$ cat src/rtl/scale_step_ctrl_if.sv
// Button/sweep controls and Scale status between the debouncers and Sum.
interface scale_step_ctrl_if;
  logic       Bt_Plus;
  logic       Bt_Minus;
  logic       Sweep_En;
  logic [5:0] Scale;
  logic       Scale_Upd;
  logic       At_Max;
  logic       At_Min;
  logic       Sweep_Dir;

  modport master (
    output Bt_Plus, Bt_Minus, Sweep_En,
    input  Scale, Scale_Upd, At_Max, At_Min, Sweep_Dir
  );

  modport slave (
    input  Bt_Plus, Bt_Minus, Sweep_En,
    output Scale, Scale_Upd, At_Max, At_Min, Sweep_Dir
  );
endinterface

$ cat src/rtl/scale_step_ctrl.sv
// Scale sequencer: single step on press, hold-to-repeat, triangle sweep.
module scale_step_ctrl #(
  parameter int SCALE_MIN  = 0,
  parameter int SCALE_MAX  = 63,
  parameter int SCALE_RST  = 8,
  parameter int HOLD_CYC   = 5000000,
  parameter int REPEAT_CYC = 1000000,
  parameter int SWEEP_CYC  = 2000000
) (
  input logic           sysclk,
  input logic           reset,
  scale_step_ctrl_if.slave bus
);

  localparam int HR_MAX  = (HOLD_CYC > REPEAT_CYC) ? HOLD_CYC : REPEAT_CYC;
  localparam int CNT_MAX = (HR_MAX > SWEEP_CYC) ? HR_MAX : SWEEP_CYC;
  localparam int CW      = $clog2(CNT_MAX + 1);

  localparam logic [CW-1:0] HOLD_LAST  = CW'(HOLD_CYC - 1);
  localparam logic [CW-1:0] REP_LAST   = CW'(REPEAT_CYC - 1);
  localparam logic [CW-1:0] SWEEP_LAST = CW'(SWEEP_CYC - 1);

  localparam logic [5:0] S_MIN = 6'(SCALE_MIN);
  localparam logic [5:0] S_MAX = 6'(SCALE_MAX);
  localparam logic [5:0] S_RST = 6'(SCALE_RST);

  typedef enum logic [1:0] {IDLE, HOLD, REPEAT, SWEEP} state_e;

  state_e        state_q, state_d;
  logic [CW-1:0] cnt_q, cnt_d;
  logic [5:0]    scale_q, scale_d;
  logic          upd_q, upd_d;
  logic          dir_q, dir_d;
  logic          at_max_q, at_max_d;
  logic          at_min_q, at_min_d;
  logic          up_q, up_d;
  logic          armed_q, armed_d;
  logic          plus_prev_q, plus_prev_d;
  logic          minus_prev_q, minus_prev_d;

  logic       plus_rise, minus_rise, both, any, press_hi;
  logic       do_step, step_up, sweep_step;
  logic [5:0] step_val;

  // armed_q hides the first cycle after reset so a held button is no edge
  assign plus_rise  = armed_q & bus.Bt_Plus & ~plus_prev_q;
  assign minus_rise = armed_q & bus.Bt_Minus & ~minus_prev_q;
  assign both       = bus.Bt_Plus & bus.Bt_Minus;
  assign any        = bus.Bt_Plus | bus.Bt_Minus;
  assign press_hi   = up_q ? bus.Bt_Plus : bus.Bt_Minus;

  always_comb begin
    state_d      = state_q;
    cnt_d        = cnt_q;
    scale_d      = scale_q;
    upd_d        = 1'b0;
    dir_d        = dir_q;
    up_d         = up_q;
    armed_d      = 1'b1;
    plus_prev_d  = bus.Bt_Plus;
    minus_prev_d = bus.Bt_Minus;
    do_step      = 1'b0;
    step_up      = 1'b0;
    sweep_step   = 1'b0;
    step_val     = scale_q;

    if (both) begin
      state_d = IDLE;
      cnt_d   = '0;
    end else begin
      unique case (state_q)
        IDLE: begin
          if (plus_rise | minus_rise) begin
            do_step = 1'b1;
            step_up = plus_rise;
            up_d    = plus_rise;
            state_d = HOLD;
            cnt_d   = '0;
          end else if (bus.Sweep_En && !any) begin
            state_d = SWEEP;
            cnt_d   = '0;
          end
        end
        HOLD: begin
          if (!press_hi) begin
            state_d = IDLE;
            cnt_d   = '0;
          end else if (cnt_q == HOLD_LAST) begin
            do_step = 1'b1;
            step_up = up_q;
            state_d = REPEAT;
            cnt_d   = '0;
          end else begin
            cnt_d = cnt_q + 1'b1;
          end
        end
        REPEAT: begin
          if (!press_hi) begin
            state_d = IDLE;
            cnt_d   = '0;
          end else if (cnt_q == REP_LAST) begin
            do_step = 1'b1;
            step_up = up_q;
            cnt_d   = '0;
          end else begin
            cnt_d = cnt_q + 1'b1;
          end
        end
        SWEEP: begin
          if (any) begin
            // keep history so IDLE still sees this press as a rising edge
            state_d      = IDLE;
            cnt_d        = '0;
            plus_prev_d  = plus_prev_q;
            minus_prev_d = minus_prev_q;
          end else if (!bus.Sweep_En) begin
            state_d = IDLE;
            cnt_d   = '0;
          end else if (cnt_q == SWEEP_LAST) begin
            do_step    = 1'b1;
            step_up    = dir_q;
            sweep_step = 1'b1;
            cnt_d      = '0;
          end else begin
            cnt_d = cnt_q + 1'b1;
          end
        end
      endcase
    end

    if (step_up) begin
      step_val = (scale_q >= S_MAX) ? scale_q : scale_q + 6'd1;
    end else begin
      step_val = (scale_q <= S_MIN) ? scale_q : scale_q - 6'd1;
    end

    if (do_step) begin
      scale_d = step_val;
      upd_d   = (step_val != scale_q);
    end

    if (sweep_step) begin
      if (step_up && step_val == S_MAX) dir_d = 1'b0;
      if (!step_up && step_val == S_MIN) dir_d = 1'b1;
    end

    at_max_d = (scale_d == S_MAX);
    at_min_d = (scale_d == S_MIN);
  end

  always_ff @(posedge sysclk or posedge reset) begin
    if (reset) begin
      state_q      <= IDLE;
      cnt_q        <= '0;
      scale_q      <= S_RST;
      upd_q        <= 1'b0;
      dir_q        <= 1'b1;
      at_max_q     <= (S_RST == S_MAX);
      at_min_q     <= (S_RST == S_MIN);
      up_q         <= 1'b0;
      armed_q      <= 1'b0;
      plus_prev_q  <= 1'b0;
      minus_prev_q <= 1'b0;
    end else begin
      state_q      <= state_d;
      cnt_q        <= cnt_d;
      scale_q      <= scale_d;
      upd_q        <= upd_d;
      dir_q        <= dir_d;
      at_max_q     <= at_max_d;
      at_min_q     <= at_min_d;
      up_q         <= up_d;
      armed_q      <= armed_d;
      plus_prev_q  <= plus_prev_d;
      minus_prev_q <= minus_prev_d;
    end
  end

  assign bus.Scale     = scale_q;
  assign bus.Scale_Upd = upd_q;
  assign bus.At_Max    = at_max_q;
  assign bus.At_Min    = at_min_q;
  assign bus.Sweep_Dir = dir_q;

endmodule

$ cat src/flat_wrapper.sv
// flat-port wrapper written by rule: the top's interface ports become plain ports
module scale_step_ctrl_flat 
#(
  parameter int SCALE_MIN  = 0,
  parameter int SCALE_MAX  = 63,
  parameter int SCALE_RST  = 8,
  parameter int HOLD_CYC   = 5000000,
  parameter int REPEAT_CYC = 1000000,
  parameter int SWEEP_CYC  = 2000000
)
  (sysclk, reset, bus_Bt_Plus, bus_Bt_Minus, bus_Sweep_En, bus_Scale, bus_Scale_Upd, bus_At_Max, bus_At_Min, bus_Sweep_Dir);
  scale_step_ctrl_if bus_i ();
  input logic sysclk;
  input logic reset;
  input wire logic [$bits(bus_i.Bt_Plus)-1:0] bus_Bt_Plus;
  input wire logic [$bits(bus_i.Bt_Minus)-1:0] bus_Bt_Minus;
  input wire logic [$bits(bus_i.Sweep_En)-1:0] bus_Sweep_En;
  output wire logic [$bits(bus_i.Scale)-1:0] bus_Scale;
  output wire logic [$bits(bus_i.Scale_Upd)-1:0] bus_Scale_Upd;
  output wire logic [$bits(bus_i.At_Max)-1:0] bus_At_Max;
  output wire logic [$bits(bus_i.At_Min)-1:0] bus_At_Min;
  output wire logic [$bits(bus_i.Sweep_Dir)-1:0] bus_Sweep_Dir;
  assign bus_i.Bt_Plus = bus_Bt_Plus;
  assign bus_i.Bt_Minus = bus_Bt_Minus;
  assign bus_i.Sweep_En = bus_Sweep_En;
  assign bus_Scale = bus_i.Scale;
  assign bus_Scale_Upd = bus_i.Scale_Upd;
  assign bus_At_Max = bus_i.At_Max;
  assign bus_At_Min = bus_i.At_Min;
  assign bus_Sweep_Dir = bus_i.Sweep_Dir;
  scale_step_ctrl #(.SCALE_MIN(SCALE_MIN), .SCALE_MAX(SCALE_MAX), .SCALE_RST(SCALE_RST), .HOLD_CYC(HOLD_CYC), .REPEAT_CYC(REPEAT_CYC), .SWEEP_CYC(SWEEP_CYC)) u_core (.sysclk(sysclk), .reset(reset), .bus(bus_i));
endmodule
$ cat config.mk
export PLATFORM = sky130hd
export DESIGN_NAME = scale_step_ctrl_flat
export DESIGN_NICKNAME = d
export VERILOG_FILES = /design/src/rtl/scale_step_ctrl_if.sv /design/src/rtl/scale_step_ctrl.sv /design/src/flat_wrapper.sv
export SDC_FILE = /design/constraint.sdc
export NUM_CORES = 1
export LEC_CHECK = 0
export BUFFER_PORTS_ARGS = -buffer_cell sky130_fd_sc_hd__buf_2
export CAP_MARGIN = 20
export CORE_MARGIN = 5
export CORE_UTILIZATION = 30
export DETAILED_ROUTE_END_ITERATION = 16
export GPL_TIMING_DRIVEN = 0
export PLACE_DENSITY = 0.49
export SLEW_MARGIN = 20
export SYNTH_ARGS = -nofsm -noshare
export SYNTH_HDL_FRONTEND = slang
export SYNTH_SLANG_ARGS = --single-unit
$ cat constraint.sdc
create_clock -name sysclk -period 2.69 [get_ports sysclk]
set_clock_uncertainty 0.15 [all_clocks]
set_input_delay 0.538 -clock sysclk [delete_from_list [all_inputs] [get_ports sysclk]]
set_output_delay 0.538 -clock sysclk [all_outputs]
set_load 0.005 [all_outputs]
==> summary.txt, run 1 <==
Status
  – Status: complete, but fails checks
  – Failing checks: negative setup slack

Clock network
  – Total number of clock tree sinks: 39
  – Buffer cell driving the clock tree root: clkbuf_8
  – Deepest clock path buffer count: 2
  – H-tree levels: 2
  – Clock transition time at the flip-flop clock pins of the worst setup and hold paths: 0.08 ns
  – Hold buffer count at CTS: 0
  – Number of buffers added by the clock tree synthesis step: 5
  – CTS tree: yes
  – Clock latency at the later pin of the worst-skew pair: 0.29 ns

Synth
  – Portion of synthesized cell area occupied by the leading cell type: 34.60%
  – Most area-hungry cell type in the Yosys netlist: dfrtp_1
  – Nets in the synthesized netlist: 323
  – Post-synthesis sequential element count: 39
  – Cell count after synthesis: 309
  – Commonest cells in the netlist: nand2_1, dfrtp_1, o21ai_0, a21oi_1, o31ai_1
  – Netlist cell types: 58
  – Post-synth EDFFs: 0
  – Area of the mapped netlist: 2676 µm²
  – Proportion of synthesized chip area in sequential cells: 36.56%
  – Cell with the most instances after synthesis: nand2_1
  – Async SR Flop Fraction: 100.0%
  – Avg Cell Area, Syn: 8.661 µm²
  – Most area-consuming cells after synthesis: dfrtp_1, o21ai_0, nand2_1, ha_1, o31ai_1
  – Number of synthesis warnings: 0
  – Synth Flop Type: dfrtp_1

Worst setup path
  – Cell with the largest stage delay on the worst path: dfrtp_1
  – Req. time, crit path: 2.74 ns
  – Setup slack of the most critical reg-to-reg path: -0.33 ns
  – Worst stage delay on the critical path: 0.49 ns
  – Kind of launch point of the worst setup path: flip-flop
  – Critical setup path kind: flip-flop to flip-flop
  – Critical path fanouts, max: 10
  – Arrival time reported for the critical path endpoint: 3.07 ns
  – Critical path endpoint category: flip-flop
  – Critical path cell sequence: and4_1, clkbuf_1, and3_1, o2111ai_1, a311o_1, buf_6, a211oi_4, xnor2_2, or3_1, nor4_2

Die
  – Core ar.: 8721 µm²
  – Area enclosed by the die boundary: 10910 µm²
  – Die width: 104.5 µm
  – Initial core utilization: 30.69%
  – Die H: 104.5 µm
  – Standard-cell row count: 34
  – I/O Pins: 15

Global route
  – Global-route wire length before repair: 12010 µm
  – Largest net degree at the start of global routing: 32
  – Tot GR Track Use: 13.25%
  – Met3 usage: 2.483%
  – Met2 capacity usage during global routing: 21.31%
  – Via count of the first global-routing pass: 2462
  – Number of antenna violations at the first check in global routing: 0
  – Most used routing layer: met2
  – Met1 Resource Use GR: 17.70%
  – Remaining global-route overflow: 0

Power
  – Internal Power: 1.623 mW
  – Register share of total power: 27.9%
  – Net switching fraction of the power: 40.52%
  – Leakage Power: 1.325 nW
  – IR drop worst, VDD: 333.3 µV
  – Part of the total power dissipated in combinational logic: 53.1%
  – Net switching power of the design: 1.105 mW
  – Share of power burned in the clock network: 19.0%
  – Power density cells: 809.6 nW/µm²

Timing
  – Final Hold Fails: 0
  – Pin slew with the least headroom to its limit: 0.5678 ns
  – Share of the clock period used by the worst path: 112.2%
  – Worst max-slew margin expressed relative to the limit: 62.15%
  – Final Max Tran Viols: 0
  – Min Tclk post-route: 3.018 ns
  – Setup tns final: -0.8470 ns
  – Unrepaired setup endpoints after global routing: yes
  – Setup violators final: 4
  – Final Worst Setup Slack: -0.3279 ns
  – Highest Clock Rate: 0.3314 GHz

Route
  – Iteration count of the initial detailed-routing pass: 4
  – Remaining DRCs: 0
  – Via count: 2501
  – Post-detailed-route count of antenna-violating nets: 0
  – Average via count per standard cell: 5.390
  – Total length of routed wires: 6987 µm
  – Routed length per placed instance: 15.06 µm
  – Count of routing violations after the opening detailed-route iteration: 87

Final layout
  – Number of nets in the layout: 369
  – Post-synthesis to final-layout area growth: 25.90%
  – Share of the core filled with cells: 38.64%
  – Share of post-route cells with drive strength above 1: 26.12%
  – Number of inserted diodes: 0
  – Final standard cell count with taps included and fillers excluded: 464

Flow run
  – Max-cap violation count: 0

Placement
  – Pre-CTS setup slack: -0.6274 ns
  – DP Cell Count: 431
  – Quantity of I/O buffers inserted on ports: 13
  – Routability congestion estimate: 0.8592
  – Final HPWL from detailed placement: 4912 µm

Worst hold path
  – Worst hold path type: input pin to async pin
==> power groups by stage <==
stage	Combinational, mW	Sequential, mW	Clock [mW]
floorplan	0.900	0.761	0
global placement	1.21	0.771	0
detailed placement	1.20	0.771	0
CTS	1.38	0.758	0.537
global route	1.62	0.775	0.560
finish	1.45	0.762	0.518
==> path summary, 6_finish.rpt <==
check                                     start                    to  depth (start not counted)
hold / removal                            reset  u_core.bus.Scale_Upd                          2
min in group sysclk                bus_Bt_Minus           u_core.up_q                          2
hold reg to reg            u_core.bus.Sweep_Dir  u_core.bus.Sweep_Dir                          2
max in group asynchronous                 reset      u_core.cnt_q[12]                          3
setup reg to reg               u_core.cnt_q[17]     u_core.bus.At_Min                         10
setup / recovery               u_core.cnt_q[17]     u_core.bus.At_Min                         10
==> sequential cells by signal, summed over array words and instances (netlist names) <==
signal and cells:
u_core.bus.At_Max 1, u_core.bus.Scale_Upd 1, u_core.bus.At_Min 1, u_core.bus.Scale 6, u_core.plus_prev_q 1, u_core.state_q 2, u_core.bus.Sweep_Dir 1, u_core.armed_q 1
u_core.cnt_q 23, u_core.up_q 1, u_core.minus_prev_q 1
==> repair_timing <==
action | 4_1_cts | 5_1_grt
setup buffers | 18 | 8
endpoints found under the setup margin | 31 | 31
gates resized for setup | 12 | 20
pin swaps | 10 | 3
==> worst max-delay path: cells and delay by family, from the launching register on <==
kind | cells | cell delay [ns]
buffers and inverters | 2 | 0.42
xor gates and xnor gates | 1 | 0.11
DFF | 1 | 0.49
AOI/OAI and AO/OA | 3 | 0.79
and+or+nand+nor | 4 | 0.96
==> area by class of cell <==
class                   count  area [µm²]
plain buffers              14       87.58
clock inverters             2       35.03
inverters                   9       33.78
well taps                 108       135.1
flip-flops and latches     39       979.7
fillers                   875        5351
multi-input cells         246        1728
repair buffers             40       287.8
clock buffers               6       82.58
==> logic make-up after synthesis <==
kind of cell,share of synthesized area (%)
multiplexers,0.4207
adder cells (fa/ha/maj),4.208
buffers and inverters,4.348
AND/OR/NAND/NOR,26.55
AO/OA/AOI/OAI,24.82
XOR/XNOR,2.945
flip-flops,36.56
other,0.1401
==> stage by stage <==
stage,cell area [µm²],power [mW],hold WS [ns]
floorplan,2719,1.661,0.3291
global placement,2919,1.978,0.3559
detailed placement,2939,1.971,0.3347
CTS,3237,2.676,0.01004
global route,3369,2.953,0.01788
finish,3369,2.728,0.01504
==> placed cells by master (no fill, tap or decap), types with 3 or more instances in the layout <==
cell type and count:
a21o_1 4, a21oi_1 16, a31oi_1 4, and3_1 5, and4_1 4, buf_2 13
buf_4 25, buf_6 4, clkbuf_1 8, clkbuf_8 6, dfrtp_1 36, ha_1 7
inv_1 8, nand2_1 40, nand2b_1 8, nand3_1 13, nand4_1 5, nor2_1 8
nor2b_1 6, nor3_1 6, nor4_2 3, o21ai_0 33, o31ai_1 12, xor2_1 6
==> per-layer routing <==
| layer | up-vias | routed length [µm] |
|---|---|---|
| li1 | 1240 | - |
| met1 | 1213 | 3291 |
| met2 | 41 | 3298 |
| met3 | 7 | 291 |
| met4 | 0 | 106 |
| met5 | - | 0 |
(Power assumes the default switching activity.)
==> run 2, diff against run 1 <==
--- a/config.mk
+++ b/config.mk
@@ -5,13 +5,17 @@
 export SDC_FILE = /design/constraint.sdc
 export NUM_CORES = 1
 export LEC_CHECK = 0
+export ABC_AREA = 1
 export BUFFER_PORTS_ARGS = -buffer_cell sky130_fd_sc_hd__buf_2
 export CAP_MARGIN = 20
+export CELL_PAD_IN_SITES_DETAIL_PLACEMENT = 1
+export CELL_PAD_IN_SITES_GLOBAL_PLACEMENT = 1
+export CORE_ASPECT_RATIO = 0.75
 export CORE_MARGIN = 5
 export CORE_UTILIZATION = 30
 export DETAILED_ROUTE_END_ITERATION = 16
 export GPL_TIMING_DRIVEN = 0
-export PLACE_DENSITY = 0.49
+export PLACE_DENSITY = 0.62
 export SLEW_MARGIN = 20
 export SYNTH_ARGS = -nofsm -noshare
 export SYNTH_HDL_FRONTEND = slang
==> run 2 against run 1 <==
The run now ends clean. Sequential share of layout area is 0.71 points lower. Maximum frequency is 25% higher. Register-to-register slack better by 0.60 ns. Power is 15% higher. First-iteration DRC count is 51% higher. Sequential power is 2% higher. Synthesized cell count is 43% higher. Combinational power is 15% higher. Critical endpoint is now u_core.bus.At_Max. Wire length is 26% higher. Highest routed layer unchanged. Worst setup slack better by 0.60 ns. Area after synthesis is 13% higher. Non-clock buffer count is 30 lower. Largest cell class unchanged.
==> summary.txt, run 2 <==
Timing
  – Setup tns final: 0 ns (was -0.8470 ns)
  – Unrepaired setup endpoints after global routing: no (was yes)
  – Pin slew with the least headroom to its limit: 0.7292 ns (was 0.5678 ns)
  – Share of the clock period used by the worst path: 89.85% (was 112.2%)
  – Highest Clock Rate: 0.4137 GHz (was 0.3314 GHz)
  – Min Tclk post-route: 2.417 ns (was 3.018 ns)
  – Final Hold Fails: 0 (unchanged)
  – Worst max-slew margin expressed relative to the limit: 51.17% (was 62.15%)
  – Setup violators final: 0 (was 4)
  – Final Max Tran Viols: 0 (unchanged)

Global route
  – Largest net degree at the start of global routing: 26 (was 32)
  – Global-route wire length before repair: 15140 µm (was 12010 µm)
  – Remaining global-route overflow: 0 (unchanged)
  – Tot GR Track Use: 15.06% (was 13.25%)
  – Via count of the first global-routing pass: 2914 (was 2462)
  – Number of antenna violations at the first check in global routing: 0 (unchanged)

Die
  – Die width: 126.1 µm (was 104.5 µm)
  – Core ar.: 9774 µm² (was 8721 µm²)
  – Standard-cell row count: 31 (was 34)
  – I/O Pins: 15 (unchanged)
  – Initial core utilization: 31.02% (was 30.69%)
  – Area enclosed by the die boundary: 12240 µm² (was 10910 µm²)
  – Die H: 97.06 µm (was 104.5 µm)

Final layout
  – Number of filler instances in the final layout: 1265 (was 875)
  – Share of the core filled with cells: 35.29% (was 38.64%)
  – Number of nets in the layout: 478 (was 369)
  – Final instance area: 3450 µm² (was 3369 µm²)
  – Leading cell type in the layout, fill and taps excluded: nand2_1 (unchanged)
  – Post-synthesis to final-layout area growth: 13.78% (was 25.90%)
  – Share of post-route cells with drive strength above 1: 15.70% (was 26.12%)
  – Largest register FFs: 23 (unchanged)
  – Top library cells by usage in the layout, fill and taps aside: nand2_1, inv_1, nor2_1 (was nand2_1, dfrtp_1, o21ai_0)
  – Register with the most flip-flops: u_core.cnt_q (unchanged)
  – Number of inserted diodes: 0 (unchanged)

Route
  – Count of routing violations after the opening detailed-route iteration: 131 (was 87)
  – Via count: 2924 (was 2501)
  – Average via count per standard cell: 4.898 (was 5.390)
  – Total length of routed wires: 8819 µm (was 6987 µm)
  – Iteration count of the initial detailed-routing pass: 4 (unchanged)
  – Remaining DRCs: 0 (unchanged)
  – Post-detailed-route count of antenna-violating nets: 0 (unchanged)
  – Routed length per placed instance: 14.77 µm (was 15.06 µm)

Worst setup path
  – Req. time, crit path: 2.72 ns (was 2.74 ns)
  – Worst flop-to-flop path startpoint: u_core.cnt_q[12] (was u_core.cnt_q[17])
  – Critical setup path kind: flip-flop to flip-flop (unchanged)
  – Critical Path Sink: u_core.bus.At_Max (was u_core.bus.At_Min)
  – Worst stage delay on the critical path: 0.43 ns (was 0.49 ns)
  – Critical path fanouts, max: 10 (unchanged)
  – Critical register-to-register path endpoint: u_core.bus.At_Max (was u_core.bus.At_Min)
  – Arrival time reported for the critical path endpoint: 2.45 ns (was 3.07 ns)
  – Logic depth of the worst register-to-register path: 14 (was 10)
  – Cell with the largest stage delay on the worst path: dfrtp_1 (unchanged)
  – Setup slack of the most critical reg-to-reg path: 0.27 ns (was -0.33 ns)
  – Kind of launch point of the worst setup path: flip-flop (unchanged)
  – Critical path launch point: u_core.cnt_q[12] (was u_core.cnt_q[17])
  – Most used cell, CP: nand2_1
  – Critical path cell sequence: nor2_2, nand3_1, nor2_1, nand3_1, nand2_1, nand3_1, nand2_2, nand2_2, nand2_1, nand2_1, nand2_1, nand2_1, nand3_2, nor2_2 (was and4_1, clkbuf_1, and3_1, o2111ai_1, a311o_1, buf_6, a211oi_4, xnor2_2, or3_1, nor4_2)
  – Critical path endpoint category: flip-flop (unchanged)

Clock network
  – Hold buffer count at CTS: 0 (unchanged)
  – Clock transition time at the flip-flop clock pins of the worst setup and hold paths: 0.06 ns (was 0.08 ns)
  – Total number of clock tree sinks: 39 (unchanged)
  – CTS tree: yes (unchanged)
  – Count of cells resized by post-cts repair: 0 (was 12)
  – Post-CTS Setup Bufs: 0 (was 18)
  – Deepest clock path buffer count: 2 (unchanged)
  – H-tree levels: 2 (unchanged)
  – Clock latency at the later pin of the worst-skew pair: 0.29 ns (about the same)
  – Number of buffers added by the clock tree synthesis step: 5 (unchanged)
  – Buffer cell driving the clock tree root: clkbuf_16 (was clkbuf_8)

Synth
  – Synth Flop Type: dfrtp_1 (unchanged)
  – Cell with the most instances after synthesis: nand2_1 (unchanged)
  – Post-synthesis sequential element count: 39 (unchanged)
  – Netlist cell types: 38 (was 58)
  – Post-synth EDFFs: 0 (unchanged)
  – Number of synthesis warnings: 0 (unchanged)
  – Avg Cell Area, Syn: 6.859 µm² (was 8.661 µm²)
  – Area of the mapped netlist: 3032 µm² (was 2676 µm²)
  – Cell count after synthesis: 442 (was 309)
  – Portion of synthesized cell area occupied by the leading cell type: 30.54% (was 34.60%)
  – Proportion of synthesized chip area in sequential cells: 32.27% (was 36.56%)
  – Async SR Flop Fraction: 100.0% (unchanged)
  – Most area-consuming cells after synthesis: dfrtp_1, nand2_1, nand3_1, inv_1, nor2_1 (was dfrtp_1, o21ai_0, nand2_1, ha_1, o31ai_1)
  – Nets in the synthesized netlist: 456 (was 323)
  – Most area-hungry cell type in the Yosys netlist: dfrtp_1 (unchanged)
  – Commonest cells in the netlist: nand2_1, inv_1, nor2_1, nand3_1, dfrtp_1 (was nand2_1, dfrtp_1, o21ai_0, a21oi_1, o31ai_1)

Power
  – Part of the total power dissipated in combinational logic: 53.3% (was 53.1%)
  – Leakage Power: 1.667 nW (was 1.325 nW)
  – Total power after layout: 3.134 mW (was 2.728 mW)
  – Share of power burned in the clock network: 21.8% (was 19.0%)
  – IR drop worst, VDD: 287.9 µV (was 333.3 µV)
  – Internal Power: 1.657 mW (was 1.623 mW)
  – Power density cells: 908.5 nW/µm² (was 809.6 nW/µm²)
  – Net switching fraction of the power: 47.14% (was 40.52%)
  – Net switching power of the design: 1.477 mW (was 1.105 mW)
  – Register share of total power: 24.9% (was 27.9%)

Placement
  – Quantity of I/O buffers inserted on ports: 14 (was 13)
  – Post-Place Cell Area: 3287 µm² (was 2939 µm²)
  – Routability congestion estimate: 0.8517 (was 0.8592)
  – Final HPWL from detailed placement: 7115 µm (was 4912 µm)

Status
  – Status: finished, final reports clean (was complete, but fails checks)

Flow run
  – Max-cap violation count: 0 (unchanged)

Worst hold path
  – Worst hold path type: input pin to async pin (unchanged)
## run 2: metal layers
| metal | GRT usage [%] | vias to the layer above | share of wire, % |
|---|---|---|---|
| met4 | 3.710 | 0 | 1.2 |
| met5 | 0 | - | 0 |
| li1 | - | 1469 | - |
| met1 | 24.49 | 1413 | 58 |
| met2 | 20.11 | 35 | 38 |
| met3 | 2.363 | 7 | 2.3 |
## run 2: logic make-up after synthesis
group / synth area share (%)
AND/OR/NAND/NOR: 39.95
buffers and inverters: 10.28
AO/OA/AOI/OAI: 10.19
flip-flops: 32.27
XOR/XNOR: 3.467
adder cells (fa/ha/maj): 3.714
other: 0.1237
## run 2: stage by stage
stage | setup slack [ns] | std cells | hold WS (ns)
2_1_floorplan | 0.7015 | 442 | 0.3086
3_3_place_gp | 0.06728 | 588 | 0.3352
3_5_place_dp | 0.05242 | 589 | 0.3393
4_1_cts | 0.2427 | 597 | 0.07329
5_1_grt | 0.01458 | 597 | 0.08990
6_report | 0.2729 | 597 | 0.06472
## run 2: critical path: cells and delay by family (launching register included)
family	cells	cell delay, ns
AND/OR/NAND/NOR	14	1.71
flip-flops	1	0.43
## run 2: final cells by class
type / instances / area, µm² / share of cell area (%)
plain buffers: 9 / 61.31 / 1.777
clock buffers: 7 / 132.6 / 3.845
clock inverters: 1 / 30.03 / 0.8705
inverters: 66 / 250.2 / 7.254
multi-input cells: 328 / 1742 / 50.49
flip-flops and latches: 39 / 978.4 / 28.36
well taps: 132 / 165.2 / 4.788
repair buffers: 15 / 90.09 / 2.612
## run 2: power by group through the flow
stage,sequential (mW),clock (mW),combinational [mW]
6_report,0.780,0.683,1.67
5_1_grt,0.797,0.727,1.90
4_1_cts,0.780,0.705,1.69
3_5_place_dp,0.791,0,1.68
3_3_place_gp,0.788,0,1.66
2_1_floorplan,0.771,0,1.22
## run 2: how the worst min path moves through the flow
stage / cells after the start / slack, ns / startpoint / to
after floorplan: 2 / 0.31 / u_core.bus.Sweep_Dir / u_core.bus.Sweep_Dir
final: 2 / 0.06 / reset / u_core.cnt_q[22]
after CTS: 2 / 0.07 / reset / u_core.cnt_q[22]
after detailed placement: 2 / 0.34 / u_core.bus.Sweep_Dir / u_core.bus.Sweep_Dir
after global placement: 2 / 0.34 / u_core.bus.Sweep_Dir / u_core.bus.Sweep_Dir
after global routing: 2 / 0.09 / reset / u_core.state_q[0]
==> run 3, diff against run 2 <==
--- a/config.mk
+++ b/config.mk
@@ -8,7 +8,7 @@
 export ABC_AREA = 1
 export BUFFER_PORTS_ARGS = -buffer_cell sky130_fd_sc_hd__buf_2
 export CAP_MARGIN = 20
-export CELL_PAD_IN_SITES_DETAIL_PLACEMENT = 1
+export CELL_PAD_IN_SITES_DETAIL_PLACEMENT = 0
 export CELL_PAD_IN_SITES_GLOBAL_PLACEMENT = 1
 export CORE_ASPECT_RATIO = 0.75
 export CORE_MARGIN = 5
==> run 3 against run 2 <==
Power is 1.8% lower. Sequential share of layout area did not move. Largest cell class unchanged. Combinational power decreased by 2%. Worst setup slack better by 0.035 ns. Sequential power is essentially flat. Wire length fell by 9.7%. First-iteration DRC count grew 47%. Worst hold slack about the same. Final area unchanged.
==> summary.txt, run 3 (same netlist as run 2, synthesis figures left out) <==
Timing
  – Highest Clock Rate: 0.4197 GHz (was 0.4137 GHz)
  – Worst max-slew margin expressed relative to the limit: 52.60% (was 51.17%)
  – Worst hold margin: 0.06504 ns (was 0.06472 ns)
  – Pin slew with the least headroom to its limit: 0.7079 ns (was 0.7292 ns)
  – Setup tns final: 0 ns (unchanged)
  – Unrepaired setup endpoints after global routing: no (unchanged)
  – Setup violators final: 0 (unchanged)
  – Final Max Tran Viols: 0 (unchanged)
  – Min Tclk post-route: 2.382 ns (was 2.417 ns)
  – Share of the clock period used by the worst path: 88.57% (was 89.85%)
  – Final Hold Fails: 0 (unchanged)

Clock network
  – Buffer cell driving the clock tree root: clkbuf_16 (unchanged)
  – Number of buffers added by the clock tree synthesis step: 5 (unchanged)
  – CTS tree: yes (unchanged)
  – Post-CTS Setup Bufs: 0 (unchanged)
  – Clock latency at the later pin of the worst-skew pair: 0.28 ns (was 0.29 ns)
  – Clock transition time at the flip-flop clock pins of the worst setup and hold paths: 0.06 ns (about the same)
  – H-tree levels: 2 (unchanged)
  – Total number of clock tree sinks: 39 (unchanged)
  – Count of cells resized by post-cts repair: 0 (unchanged)
  – Hold buffer count at CTS: 0 (unchanged)
  – Deepest clock path buffer count: 2 (unchanged)

Power
  – Power density cells: 892.2 nW/µm² (was 908.5 nW/µm²)
  – IR drop worst, VDD: 281.7 µV (was 287.9 µV)
  – Net switching power of the design: 1.424 mW (was 1.477 mW)
  – Net switching fraction of the power: 46.27% (was 47.14%)
  – Part of the total power dissipated in combinational logic: 52.8% (was 53.3%)
  – Share of power burned in the clock network: 21.8% (about the same)
  – Leakage Power: 1.667 nW (unchanged)
  – Register share of total power: 25.4% (was 24.9%)
  – Total power after layout: 3.078 mW (was 3.134 mW)
  – Internal Power: 1.654 mW (was 1.657 mW)

Final layout
  – Area occupied by multi-input gates: 1742 µm² (unchanged)
  – Number of inserted diodes: 0 (unchanged)
  – Final standard cell count with taps included and fillers excluded: 597 (unchanged)
  – Share of post-route cells with drive strength above 1: 15.70% (unchanged)
  – Register with the most flip-flops: u_core.cnt_q (unchanged)
  – Number of filler instances in the final layout: 1067 (was 1265)
  – Post-synthesis to final-layout area growth: 13.78% (unchanged)
  – Sequential standard cell area: 978.4 µm² (unchanged)
  – Number of nets in the layout: 478 (unchanged)
  – Largest register FFs: 23 (unchanged)
  – Leading cell type in the layout, fill and taps excluded: nand2_1 (unchanged)
  – Share of the core filled with cells: 35.29% (unchanged)
  – Top library cells by usage in the layout, fill and taps aside: nand2_1, inv_1, nor2_1 (unchanged)

Global route
  – Number of antenna violations at the first check in global routing: 0 (unchanged)
  – Global-route wire length before repair: 13830 µm (was 15140 µm)
  – Tot GR Track Use: 13.75% (was 15.06%)
  – Remaining global-route overflow: 0 (unchanged)
  – Via count of the first global-routing pass: 2613 (was 2914)
  – Largest net degree at the start of global routing: 26 (unchanged)

Die
  – I/O Pins: 15 (unchanged)
  – Area enclosed by the die boundary: 12240 µm² (unchanged)
  – Die H: 97.06 µm (unchanged)
  – Core ar.: 9774 µm² (unchanged)
  – Initial core utilization: 31.02% (unchanged)
  – Die width: 126.1 µm (unchanged)
  – Standard-cell row count: 31 (unchanged)

Placement
  – Final HPWL from detailed placement: 6334 µm (was 7115 µm)
  – Quantity of I/O buffers inserted on ports: 14 (unchanged)
  – Routability congestion estimate: 0.8517 (unchanged)
  – DP Cell Count: 589 (unchanged)

Route
  – Remaining DRCs: 0 (unchanged)
  – Via count: 2795 (was 2924)
  – Post-detailed-route count of antenna-violating nets: 0 (unchanged)
  – Total length of routed wires: 7963 µm (was 8819 µm)
  – Average via count per standard cell: 4.682 (was 4.898)
  – Iteration count of the initial detailed-routing pass: 4 (unchanged)
  – Routed length per placed instance: 13.34 µm (was 14.77 µm)
  – Count of routing violations after the opening detailed-route iteration: 193 (was 131)

Worst setup path
  – Req. time, crit path: 2.75 ns (was 2.72 ns)
  – Critical path endpoint category: flip-flop (unchanged)
  – Setup slack of the most critical reg-to-reg path: 0.31 ns (was 0.27 ns)
  – Critical register-to-register path endpoint: u_core.bus.At_Max (unchanged)
  – Critical path fanouts, max: 10 (unchanged)
  – Kind of launch point of the worst setup path: flip-flop (unchanged)
  – Critical setup path kind: flip-flop to flip-flop (unchanged)
  – Arrival time reported for the critical path endpoint: 2.45 ns (about the same)
  – Worst flop-to-flop path startpoint: u_core.cnt_q[12] (unchanged)
  – Logic depth of the worst register-to-register path: 13 (was 14)

Flow run
  – Max-cap violation count: 0 (unchanged)

Status
  – Status: finished, final reports clean (unchanged)

Worst hold path
  – Worst hold path type: input pin to async pin (unchanged)
==> run 3: cell type report <==
type	count	area share, %
tap	132	4.788
inverter	66	7.254
timing repair buffer	15	2.612
buffer	9	1.777
multi-input combinational	328	50.49
clock buffer	7	3.845
clock inverter	1	0.8705
sequential	39	28.36
==> run 3: worst max-delay path by stage <==
stage                                   start                end
after global routing      u_core.bus.Scale[0]  u_core.bus.At_Max
after floorplan                  bus_Bt_Minus  u_core.bus.At_Max
after detailed placement          bus_Bt_Plus   u_core.cnt_q[13]
after CTS                    u_core.cnt_q[12]  u_core.bus.At_Max
after global placement            bus_Bt_Plus    u_core.cnt_q[4]
final                        u_core.cnt_q[12]  u_core.bus.At_Max
==> run 3: through the flow <==
stage / setup slack, ns / cell area [µm²]
after floorplan: 0.7015 / 3032
after global placement: 0.06728 / 3267
after detailed placement: 0.09365 / 3287
after CTS: 0.3233 / 3450
after global routing: 0.09368 / 3450
final: 0.3076 / 3450
==> run 3: power by group through the flow <==
| stage | clock network (mW) | logic [mW] | registers, mW |
|---|---|---|---|
| floorplan | 0 | 1.22 | 0.771 |
| global placement | 0 | 1.66 | 0.788 |
| detailed placement | 0 | 1.62 | 0.792 |
| CTS | 0.696 | 1.63 | 0.782 |
| global route | 0.719 | 1.88 | 0.805 |
| finish | 0.670 | 1.63 | 0.782 |
==> run 3: critical path: stages (launching register included) <==
cell	delay [ns]
dfrtp_1	0.43
nor2_2	0.22
nand3_1	0.12
nor2_1	0.20
nand3_1	0.15
nand2_1	0.12
nand3_1	0.10
nand2_2	0.12
nand2_2	0.14
nand2_1	0.18
nand3_2	0.11
nand2_2	0.09
nand3_1	0.08
nor2_2	0.11
==> run 3: routing by layer <==
layer	vias up	global-route usage (%)	part of all wire (%)
met5	-	0	0
met4	0	2.885	1.0
met3	8	2.473	4.0
met2	41	17.04	36
met1	1271	23.46	59
li1	1475	-	-
